===== src/rtl/console_rx_port_pkg.sv =====
// console_rx_port_pkg: shared console address map, status bit positions and receiver states.
package console_rx_port_pkg;

    localparam logic [23:0] STDOUT_ADDR  = 24'hFFFFFE;
    localparam logic [23:0] STDIN_ADDR   = 24'hFFFFFE;
    localparam logic [23:0] STDSTAT_ADDR = 24'hFFFFFD;
    localparam logic [23:0] SIM_END_ADDR = 24'hFFFFFF;

    localparam int STAT_NONEMPTY  = 0;
    localparam int STAT_FULL      = 1;
    localparam int STAT_OVERRUN   = 2;
    localparam int STAT_FRAME_ERR = 3;

    typedef enum logic [1:0] {
        IDLE  = 2'd0,
        START = 2'd1,
        DATA  = 2'd2,
        STOP  = 2'd3
    } rx_state_t;

endpackage


===== src/rtl/console_rx_port_rx_fifo.sv =====
// console_rx_port_rx_fifo: synchronous byte FIFO with combinational head read and occupancy count.
module console_rx_port_rx_fifo #(
    parameter int AW = 4
) (
    input  logic          clk,
    input  logic          rst,
    input  logic          push,
    input  logic          pop,
    input  logic [7:0]    din,
    output logic [7:0]    dout,
    output logic          full,
    output logic          empty,
    output logic [AW:0]   count
);

    logic [7:0]    mem [2**AW];
    logic [AW-1:0] wr_ptr;
    logic [AW-1:0] rd_ptr;
    logic          pop_ok;
    logic          push_ok;

    // A pop frees a slot in the same cycle, so a full FIFO still accepts a push alongside it.
    assign pop_ok  = pop & ~empty;
    assign push_ok = push & (~full | pop_ok);
    assign dout    = mem[rd_ptr];
    assign full    = count[AW];
    assign empty   = count == '0;

    always_ff @(posedge clk) begin
        if (push_ok)
            mem[wr_ptr] <= din;
    end

    always_ff @(posedge clk) begin
        if (rst) begin
            wr_ptr <= '0;
            rd_ptr <= '0;
            count  <= '0;
        end else begin
            wr_ptr <= wr_ptr + AW'(push_ok);
            rd_ptr <= rd_ptr + AW'(pop_ok);
            count  <= count + (AW+1)'(push_ok) - (AW+1)'(pop_ok);
        end
    end

endmodule


===== src/rtl/console_rx_port.sv =====
// console_rx_port: memory-mapped 8N1 console receiver with byte FIFO, status register and irq.
module console_rx_port
    import console_rx_port_pkg::*;
#(
    parameter int          CLKS_PER_BIT = 104,
    parameter int          FIFO_AW      = 4,
    parameter logic [23:0] DATA_ADDR    = STDIN_ADDR,
    parameter logic [23:0] STAT_ADDR    = STDSTAT_ADDR
) (
    input  logic        i_clk,
    input  logic        i_rst,
    input  logic        i_clk_en,
    input  logic        i_rxd,
    input  logic [23:0] i_daddr,
    input  logic        i_rd,
    output logic [31:0] o_rdata,
    output logic        o_sel,
    output logic        o_irq
);

    localparam int            CW       = $clog2(CLKS_PER_BIT);
    localparam logic [CW-1:0] FULL_CNT = CW'(CLKS_PER_BIT - 1);
    localparam logic [CW-1:0] HALF_CNT = CW'(CLKS_PER_BIT / 2 - 1);

    logic             rxd_m;
    logic             rxd_s;
    rx_state_t        state;
    rx_state_t        state_n;
    logic [CW-1:0]    cnt;
    logic [CW-1:0]    cnt_n;
    logic [2:0]       bit_idx;
    logic [2:0]       bit_idx_n;
    logic [7:0]       shreg;
    logic [7:0]       shreg_n;
    logic             push_req;
    logic             frame_set;
    logic             data_hit;
    logic             stat_hit;
    logic             rd_en;
    logic             pop;
    logic             push;
    logic             overrun_set;
    logic             overrun;
    logic             frame_err;
    logic [7:0]       head;
    logic             full;
    logic             empty;
    logic [FIFO_AW:0] count;
    logic [FIFO_AW:0] count_n;
    logic [3:0]       status;

    always_ff @(posedge i_clk) begin
        if (i_rst) begin
            rxd_m   <= 1'b1;
            rxd_s   <= 1'b1;
            state   <= IDLE;
            cnt     <= '0;
            bit_idx <= '0;
            shreg   <= '0;
        end else if (i_clk_en) begin
            rxd_m   <= i_rxd;
            rxd_s   <= rxd_m;
            state   <= state_n;
            cnt     <= cnt_n;
            bit_idx <= bit_idx_n;
            shreg   <= shreg_n;
        end
    end

    // Start is confirmed at mid-bit; every later sample lands one full bit period on, near mid-bit.
    always_comb begin
        state_n   = state;
        cnt_n     = cnt;
        bit_idx_n = bit_idx;
        shreg_n   = shreg;
        push_req  = 1'b0;
        frame_set = 1'b0;
        case (state)
            IDLE: begin
                if (!rxd_s) begin
                    state_n = START;
                    cnt_n   = HALF_CNT;
                end
            end
            START: begin
                if (cnt != '0) begin
                    cnt_n = cnt - CW'(1);
                end else if (rxd_s) begin
                    state_n = IDLE;
                end else begin
                    state_n   = DATA;
                    cnt_n     = FULL_CNT;
                    bit_idx_n = '0;
                end
            end
            DATA: begin
                if (cnt != '0) begin
                    cnt_n = cnt - CW'(1);
                end else begin
                    shreg_n   = {rxd_s, shreg[7:1]};
                    cnt_n     = FULL_CNT;
                    bit_idx_n = bit_idx + 3'd1;
                    state_n   = (bit_idx == 3'd7) ? STOP : DATA;
                end
            end
            STOP: begin
                if (cnt != '0) begin
                    cnt_n = cnt - CW'(1);
                end else begin
                    state_n   = IDLE;
                    push_req  = i_clk_en & rxd_s;
                    frame_set = i_clk_en & ~rxd_s;
                end
            end
            default: state_n = IDLE;
        endcase
    end

    assign data_hit    = i_daddr == DATA_ADDR;
    assign stat_hit    = i_daddr == STAT_ADDR;
    assign o_sel       = data_hit | stat_hit;
    assign rd_en       = i_rd & i_clk_en;
    assign pop         = rd_en & data_hit & ~empty;
    assign push        = push_req & (~full | pop);
    assign overrun_set = push_req & full & ~pop;
    assign count_n     = count + (FIFO_AW+1)'(push) - (FIFO_AW+1)'(pop);

    always_comb begin
        status                 = '0;
        status[STAT_NONEMPTY]  = ~empty;
        status[STAT_FULL]      = full;
        status[STAT_OVERRUN]   = overrun;
        status[STAT_FRAME_ERR] = frame_err;
    end

    console_rx_port_rx_fifo #(.AW(FIFO_AW)) u_fifo (
        .clk   (i_clk),
        .rst   (i_rst),
        .push  (push),
        .pop   (pop),
        .din   (shreg),
        .dout  (head),
        .full  (full),
        .empty (empty),
        .count (count)
    );

    // A status read clears the sticky bits, but an event arriving in the same cycle keeps its bit set.
    always_ff @(posedge i_clk) begin
        if (i_rst) begin
            o_rdata   <= '0;
            o_irq     <= 1'b0;
            overrun   <= 1'b0;
            frame_err <= 1'b0;
        end else if (i_clk_en) begin
            overrun   <= overrun_set | (overrun & ~(rd_en & stat_hit));
            frame_err <= frame_set | (frame_err & ~(rd_en & stat_hit));
            o_irq     <= count_n != '0;
            if (rd_en && data_hit)
                o_rdata <= empty ? 32'h0 : {23'b0, 1'b1, head};
            else if (rd_en && stat_hit)
                o_rdata <= {28'b0, status};
        end
    end

endmodule


===== config.mk =====
export PLATFORM = sky130hd
export DESIGN_NAME = console_rx_port
export DESIGN_NICKNAME = d
export VERILOG_FILES = /design/src/rtl/console_rx_port_pkg.sv /design/src/rtl/console_rx_port_rx_fifo.sv /design/src/rtl/console_rx_port.sv
export SDC_FILE = /design/constraint.sdc
export NUM_CORES = 1
export LEC_CHECK = 0
export ABC_AREA = 0
export CAP_MARGIN = 30
export CORE_MARGIN = 4
export CORE_UTILIZATION = 60
export CTS_CLUSTER_SIZE = 40
export DETAILED_ROUTE_END_ITERATION = 7
export GPL_ROUTABILITY_DRIVEN = 0
export PLACE_DENSITY = 0.83
export SYNTH_ARGS = -nofsm -noshare
export SYNTH_HDL_FRONTEND = slang
export SYNTH_SLANG_ARGS = --single-unit
export TNS_END_PERCENT = 30

===== constraint.sdc =====
create_clock -name i_clk -period 5.95 [get_ports i_clk]
set_input_delay 1.19 -clock i_clk [delete_from_list [all_inputs] [get_ports i_clk]]
set_output_delay 1.19 -clock i_clk [all_outputs]
set_load 0.01 [all_outputs]

* Word-level counts from Yosys, hierarchy flattened
Memory sizes are Yosys's and may differ from the RTL's. A register that Yosys moved wholly into a read port is not among the register bits.
Cells that the tools add are included.
Widths: inputs -> output; s select.
** Cells by class
- Reduce and logical (&&, ||, !) cells :: 13
- Divide/modulo/power cells :: 0
- Mux-type cells :: 27
- Bitwise operators :: 24
- $lt $le $gt $ge :: 0
- $mul :: 0
- Add/sub/neg operators :: 8
- Equal/unequal tests :: 13
- Shifts and indexed selects :: 0
** Operators with widths (count)
- $mux 32 :: 2
- $eq 24x24->1 const B :: 2
- $mux 7 :: 5
- $pmux 7 s4 :: 1
- $and 1x1->1 :: 13
- $ne 2x2->1 const B :: 6
- $add 5x1->5 :: 2
- $mux 2 :: 5
- $reduce_and 5->1 :: 2
- $sub 5x1->5 :: 2
- $mux 3 :: 3
- $mux 9 :: 1
- $add 4x1->4 :: 2
- $pmux 2 s4 :: 1
- $mux 1 :: 7
- $reduce_bool 7->1 :: 1
- $sub 7x1->7 const B :: 1
- $not 1->1 :: 6
- $pmux 3 s2 :: 1
- $logic_not 5->1 :: 1
- $or 1x1->1 :: 5
- $reduce_bool 5->1 :: 1
- $eq 2x2->1 const B :: 2
- $mux 4 :: 1
- other kinds (10) :: 12
** Word-level totals
- Register bits after elaboration :: 70
- Output and inout bits :: 34
- Memories kept :: 1
- Bits in writable memories :: 128
- ROM bits :: 0
- Input bits :: 29
- Logic and storage cells :: 99
- Bits in latches :: 0
** Memories
- u_fifo.mem :: depth 16, width 8, read ports 1, clocked after memory_dff 1, wr ports 1, line console_rx_port_rx_fifo.sv:16 : logic [7:0] mem [2**AW];

* Depth between registers and ports, before layout
Gate-level depths: netlist of run 1.
- Depth after elaboration :: 8
- Gate-level depth with buffers :: 14
- Mapped depth without buffers :: 14

* By module
From an unflattened synthesis of run 1, not the netlist that was laid out.
** Second synthesis, totals
- Cell total of the unflattened synthesis :: 556
- Area, all modules :: 7867.5 um^2
** By module, submodules not included
- console_rx_port_rx_fifo :: area an instance 5642.9 um^2, times used 1, cells each 291, seq. area each 4103.9 um^2
- console_rx_port :: area an instance 2224.6 um^2, times used 1, cells each 265, seq. area each 680.7 um^2

* Worst setup path after synthesis of run 1
No wires, ideal clock.
- Path type :: in2reg
- Start :: input i_daddr[20]
- End :: memory u_fifo.mem[1][0], enable pin
- Setup time :: 0.395 ns
- Slack :: 2.365 ns
- Arrival time :: 3.190 ns
- Buffers on the path :: 0
- Cell stages on the path :: 5
- Required time :: 5.555 ns
- Path through :: nand4_1 or4_4 o41ai_4 nand2_2 nor4_1
** On the way
- Longest elaborated chain between the ends :: 8
- Elaborated cells on any way between the ends :: 10
- Classes of those cells :: eq/ne: 1; mux: 2; bitwise: 7
** Ends and longest elaborated chain
- start, declared :: line console_rx_port.sv:14 : input logic [23:0] i_daddr,
- $eq 24x24->1 (*) :: line console_rx_port.sv:119 : assign data_hit = i_daddr == DATA_ADDR;
- $and 1x1->1 (*) (2 in series) :: line console_rx_port.sv:123 : assign pop = rd_en & data_hit & ~empty;
- $or 1x1->1 / $and 1x1->1 (equally long branches) :: line console_rx_port.sv:124, console_rx_port_rx_fifo.sv:23
- $and 1x1->1 / $or 1x1->1 (equally long branches) :: line console_rx_port.sv:124, console_rx_port_rx_fifo.sv:24
- $and 1x1->1 (*) :: line console_rx_port_rx_fifo.sv:24 : assign push_ok = push & (~full | pop_ok);
- $mux 1 (*) :: line console_rx_port_rx_fifo.sv:30 : if (push_ok)
- $mux 1 (not written as such) (*) :: line console_rx_port_rx_fifo.sv:31 : mem[wr_ptr] <= din;
- end, declared :: line console_rx_port_rx_fifo.sv:16
Every way passes the cells marked *; elsewhere a longest branch is shown, timed or not.

* Worst setup path in the final report of run 1
- Start :: input i_daddr[20]
- End :: output o_sel
** On the way
- Longest elaborated chain between the ends :: 2
- Elaborated cells on any way between the ends :: 3
- Classes of those cells :: eq/ne: 2; bitwise: 1
** Ends and longest elaborated chain
- $eq 24x24->1 (on tied branches) :: line console_rx_port.sv:119, console_rx_port.sv:120
- $or 1x1->1 (*) :: line console_rx_port.sv:121 : assign o_sel = data_hit | stat_hit;
- end, declared :: line console_rx_port.sv:17 : output logic o_sel,
Marks and branches as above.

==> results of run 1 <==
==> cells in the mapped netlist, types with 2 or more instances <==
master / n / area, um^2
nor3_1: 9 / 45.0
nand3_1: 8 / 40.0
a211oi_1: 5 / 37.5
mux2_2: 2 / 22.5
or2_2: 4 / 25.0
nor4b_1: 3 / 26.3
buf_6: 2 / 22.5
o211a_1: 3 / 30.0
a21o_1: 4 / 30.0
nand4b_1: 3 / 26.3
nor2_1: 44 / 165
xnor2_1: 6 / 52.6
fa_1: 2 / 40.0
nand4_1: 11 / 68.8
nor2b_1: 15 / 93.8
nor4_1: 4 / 25.0
a22o_1: 4 / 35.0
o32ai_1: 2 / 17.5
a31oi_1: 3 / 18.8
mux2i_1: 18 / 180
inv_1: 15 / 56.3
xor2_1: 6 / 52.6
a21oi_1: 15 / 75.1
nand2b_1: 4 / 25.0
buf_2: 4 / 20.0
and2_1: 2 / 12.5
o21a_1: 2 / 15.0
a22oi_1: 3 / 22.5
nand2_1: 23 / 86.3
o22a_1: 2 / 17.5
ha_1: 20 / 250
clkbuf_1: 10 / 37.5
mux4_2: 21 / 473
o21ai_0: 7 / 35.0
mux4_1: 11 / 289
edfxtp_1: 128 / 3840
buf_4: 24 / 180
o211ai_1: 2 / 15.0
o221a_2: 2 / 22.5
dfxtp_1: 47 / 941
buf_1: 3 / 11.3
==> kinds of logic (layout without fill, tap and decap cells) <==
| kind of cell | Yosys count | count (layout) | share of synthesized area |
|---|---|---|---|
| adder cells (fa/ha/maj) | 22 | 22 | 0.0375 |
| AND/OR/NAND/NOR | 143 | 143 | 0.0995 |
| XOR/XNOR | 12 | 12 | 0.0136 |
| buffers and inverters | 59 | 97 | 0.0450 |
| AO/OA/AOI/OAI | 62 | 62 | 0.0608 |
| other | 1 | 23 | 0.000485 |
| multiplexers | 52 | 52 | 0.125 |
| flip-flops | 175 | 175 | 0.618 |
==> power by group <==
group,leakage [nW],switching [mW],total [mW],internal (mW)
logic,1.22,0.0426,0.0762,0.0336
clock network,0.290,0.438,1.14,0.704
registers,1.58,0.00349,1.30,1.29
total,3.10,0.484,2.52,2.03
==> critical path, cell delays in order <==
cell and delay [ps]:
clkdlybuf4s50_1 510, nand4_1 100, nor4_1 520, nand2_1 100, nor2_1 120, clkdlybuf4s50_1 540
==> worst min-delay path by stage <==
stage / startpoint / endpoint / slack (ps) / cells past startpoint
3_3_place_gp: bit_idx[2] / bit_idx[2] / 440 / 2
4_1_cts: bit_idx[1] / bit_idx[1] / 460 / 2
3_5_place_dp: bit_idx[1] / bit_idx[1] / 460 / 2
5_1_grt: bit_idx[1] / bit_idx[1] / 490 / 2
6_report: bit_idx[1] / bit_idx[1] / 460 / 2
2_1_floorplan: bit_idx[1] / bit_idx[1] / 440 / 2
==> stage by stage <==
| stage | utilization | setup WS (ps) | area [um^2] | std cells | hold slack, ps |
|---|---|---|---|---|---|
| finish | 0.700 | 1670 | 8830 | 758 | 460 |
| global route | 0.700 | 1620 | 8830 | 758 | 493 |
| CTS | 0.700 | 1670 | 8830 | 758 | 464 |
| detailed placement | 0.652 | 1560 | 8230 | 726 | 456 |
| global placement | 0.649 | 1630 | 8190 | 723 | 443 |
| floorplan | - | 2370 | 7820 | 548 | 436 |
==> state kept, by name, indices dropped and copies added, names as in the netlist, 3 cells and up, named ones only <==
name           flops
shreg              8
u_fifo.mem       128
u_fifo.wr_ptr      4
bit_idx            3
cnt                7
o_rdata            9
u_fifo.count       5
u_fifo.rd_ptr      4
==> routing by layer <==
| metal | vias up | global-route usage |
|---|---|---|
| li1 | 2069 | - |
| met1 | 2266 | 0.280 |
| met2 | 205 | 0.412 |
| met3 | 38 | 0.0501 |
| met4 | 0 | 0.118 |
| met5 | - | 0 |
==> layout make-up <==
type | instances | area [um^2] | share of cell area
clock buffers | 22 | 444 | 0.0503
well taps | 172 | 215 | 0.0244
repair buffers | 50 | 483 | 0.0547
flip-flops and latches | 175 | 4790 | 0.542
clock inverters | 10 | 163 | 0.0184
multi-input cells | 314 | 2690 | 0.304
inverters | 15 | 56.3 | 0.00637
==> flow_metrics.tcl, run 1 <==
set metrics [dict create \
    status "complete, no violations" \
    vdd_drop_max_mv 0.171 \
    coreArea_mm2 0.0126 \
    ys_ff_latch 175 \
    ys.flop_type "edfxtp_1" \
    async_flop_share 0 \
    path_clk_slew_ps 60 \
    drtIter0Drc 496 \
    cts_tree "done" \
    power_mw 2.52 \
    fin_nets 624 \
    vias 4578 \
    diodes 0 \
    drc 0 \
    io_pins 63 \
    cp-end-kind "primary output" \
    ant_nets 0 \
    r2r_cells 7 \
    numPortBuffers 39 \
    clock_path_buffers 2 \
    antenna_found_initial 0 \
    worstPathArrival_ps 3090 \
    powerDensity_mw_per_mm2 285 \
    drt_wl_total_um 16500 \
    syn_area_mm2 0.00774 \
    grt_usage 0.237 \
    die_height_um 122 \
    die_area_mm2 0.0148 \
    slew_viol_final 0 \
    drive_gt1_frac 0.135 \
    synthCells 526 \
    finalHoldViolCount 0 \
    fin_skew_ps 9.22 \
    cp-endpoint "o_sel" \
    cellLeakagePower_nw 3.10 \
    tightest_slew_ps 1030 \
    wl_met1_um 6220 \
    cts_root_buf "clkbuf_16" \
    worstPathMaxFanout 4 \
    routed.top_layer "met4" \
    post_drt_wl_per_cell_um 21.8 \
    clock_sinks 175 \
    fillers 792 \
    rr_startpoint "cnt[0]" \
    period_share 0.720 \
    yosysSeqAreaShare 0.618 \
    reg2reg_slack_ps 2890 \
    syn_area_per_cell_um2 14.7 \
    ys_types 64 \
    clk_latency_ps 420 \
    tns_ps 0 \
    final_common_cell "edfxtp_1" \
    final_cell_mix "edfxtp_1, dfxtp_1, nor2_1" \
    grt_pass1_wl_um 25400 \
    ctsHtreeMaxLevel 4 \
    post_cts_buffers 0 \
    r2r_end "u_fifo.mem[15][5]" \
    grt.overflow.total 0 \
    ys_warn_count 0 \
    rsz0062_at_grt "no" \
    rows 41 \
    grt_max_degree 39 \
    setup_viol_count_final 0 \
    wl_met2_um 8750 \
    worstSetupStartpoint "i_daddr[20]" \
    hold_path.class "flip-flop to flip-flop" \
    vias_per_cell 6.04 \
    slew_headroom 0.312 \
    grt_pass1_vias 4696 \
    cts.hold.buffers_added 0 \
    synth_edf_count 128 \
    areaGrowthSynthToFinish_pct 14.2 \
    start_util 0.613 \
    max_freq_mhz 233 \
    fp.dieW_um 122 \
    required_ps 4760 \
    crit_type "primary input to primary output" \
    finalCriticalPeriod_ps 4280 \
    critPathLaunchType "primary input" \
    max_cap_violations 0 \
    postCtsResizedCells 0 \
    dp_hpwl_um 10600 \
    cts_buffers 17 \
    met3WireLength_um 928 \
    dr.pass1.iters 5 \
]
No activity file was read; power rests on OpenSTA's default activity.
==> run 2, diff against run 1 <==
--- a/config.mk
+++ b/config.mk
@@ -8,11 +8,11 @@
 export ABC_AREA = 0
 export CAP_MARGIN = 30
 export CORE_MARGIN = 4
-export CORE_UTILIZATION = 60
+export CORE_UTILIZATION = 58
 export CTS_CLUSTER_SIZE = 40
 export DETAILED_ROUTE_END_ITERATION = 7
 export GPL_ROUTABILITY_DRIVEN = 0
-export PLACE_DENSITY = 0.83
+export PLACE_DENSITY = 0.81
 export SYNTH_ARGS = -nofsm -noshare
 export SYNTH_HDL_FRONTEND = slang
 export SYNTH_SLANG_ARGS = --single-unit
==> constraint.sdc (replaced) <==
create_clock -name i_clk -period 4 [get_ports i_clk]
set_input_delay 0.8 -clock i_clk [delete_from_list [all_inputs] [get_ports i_clk]]
set_output_delay 0.8 -clock i_clk [all_outputs]
set_load 0.01 [all_outputs]
==> flow_metrics.tcl, run 2 (synthesis gave the netlist of run 1 again) <==
set metrics [dict create \
    status "complete, no violations" \
    critPathLaunchType "primary input" \
    ctsHtreeMaxLevel 4 \
    coreArea_mm2 0.0128 \
    max_cap_violations 0 \
    cts_root_buf "clkbuf_16" \
    drtIter0Drc 419 \
    holdWs_ps 457 \
    die_area_mm2 0.0152 \
    die_height_um 123 \
    areaGrowthSynthToFinish_pct 15.3 \
    slowest_stage "clkdlybuf4s50_1" \
    start_util 0.603 \
    placed_area_mm2 0.00833 \
    fillers 813 \
    vias_per_cell 6.04 \
    dp_hpwl_um 11200 \
    crit_type "primary input to primary output" \
    fin_skew_ps 6.02 \
    finalCriticalPeriod_ps 3410 \
    top_regs "u_fifo.mem x128, o_rdata x9, shreg x8" \
    max_freq_mhz 293 \
    grt_pass1_wl_um 25500 \
    required_ps 3200 \
    clk_latency_ps 420 \
    cp-end-kind "primary output" \
    cts_tree "done" \
    crit_chain "clkdlybuf4s50_1, nand4_1, nor4_1, buf_4, nand2_1, nor2_1, clkdlybuf4s50_1" \
    slowest_delay_ps 560 \
    cellLeakagePower_nw 3.21 \
    drt_wl_total_um 16600 \
    power_mw 3.70 \
    slew_headroom 0.313 \
    finalHoldViolCount 0 \
    regArea_mm2 0.00479 \
    worstPathArrival_ps 2610 \
    final_cell_mix "edfxtp_1, dfxtp_1, nor2_1" \
    cts_buffers 17 \
    fp.dieW_um 123 \
    vdd_drop_max_mv 0.331 \
    diodes 0 \
    largest_register_ffs 128 \
    grt_max_degree 30 \
    hold_path.class "flip-flop to flip-flop" \
    powerDensity_mw_per_mm2 415 \
    drive_gt1_frac 0.161 \
    multi_input_area_mm2 0.00269 \
    grt_pass1_vias 4681 \
    fin_nets 639 \
    post_cts_buffers 0 \
    antenna_found_initial 0 \
    path_clk_slew_ps 60 \
    worstPathMaxFanout 4 \
    rows 41 \
    numPortBuffers 39 \
    grt_usage 0.231 \
    grt.overflow.total 0 \
    rsz0062_at_grt "no" \
    setup_viol_count_final 0 \
    tightest_slew_ps 1030 \
    top_register "u_fifo.mem" \
    postCtsResizedCells 0 \
    tns_ps 0 \
    dr.pass1.iters 5 \
    cts.hold.buffers_added 0 \
    final_common_cell "edfxtp_1" \
    clock_path_buffers 2 \
    vias 4668 \
    io_pins 63 \
    post_drt_wl_per_cell_um 21.5 \
    cpMostUsedCell "clkdlybuf4s50_1" \
    ant_nets 0 \
    final_area_mm2 0.00892 \
    period_share 0.853 \
    slew_viol_final 0 \
    drc 0 \
    clock_sinks 175 \
]
-- run 2: path summary, 6_finish.rpt --
path          startpoint         end  slack (ps)  cells after the start
max          i_daddr[19]       o_sel         590                      7
min           bit_idx[1]  bit_idx[1]         460                      2
max reg2reg       cnt[0]       o_irq         950                     11
min reg2reg   bit_idx[1]  bit_idx[1]         460                      2
-- run 2: worst max-delay path, delay by kind of cell --
family	cells	cell delay, ps
simple gates	4	580
buf+inv	3	1240
-- run 2: final cells by class --
cell class / instances / share of cell area
clock buffer: 18 / 0.0481
timing repair buffer: 65 / 0.0656
sequential: 175 / 0.536
inverter: 15 / 0.00631
tap: 172 / 0.0241
multi-input combinational: 314 / 0.301
clock inverter: 14 / 0.0185
-- run 2: metrics by stage --
stage	cells	util	setup slack (ps)
final	773	0.696	587
after global placement	741	0.649	327
after floorplan	548	-	805
after global routing	773	0.696	438
after CTS	773	0.696	555
after detailed placement	741	0.649	226
-- run 2: power by group --
| group | switching [mW] | internal [mW] |
|---|---|---|
| clock | 0.679 | 0.982 |
| sequential | 0.00541 | 1.92 |
| combinational | 0.0617 | 0.0505 |
-- run 2: layer usage --
metal | share of wire | global-route usage | vias up | routed length (um)
met4 | 0.029 | 0.0997 | 0 | 474
li1 | - | - | 2106 | -
met5 | 0 | 0 | - | 0
met3 | 0.062 | 0.0489 | 37 | 1030
met2 | 0.52 | 0.397 | 176 | 8700
met1 | 0.39 | 0.283 | 2349 | 6390
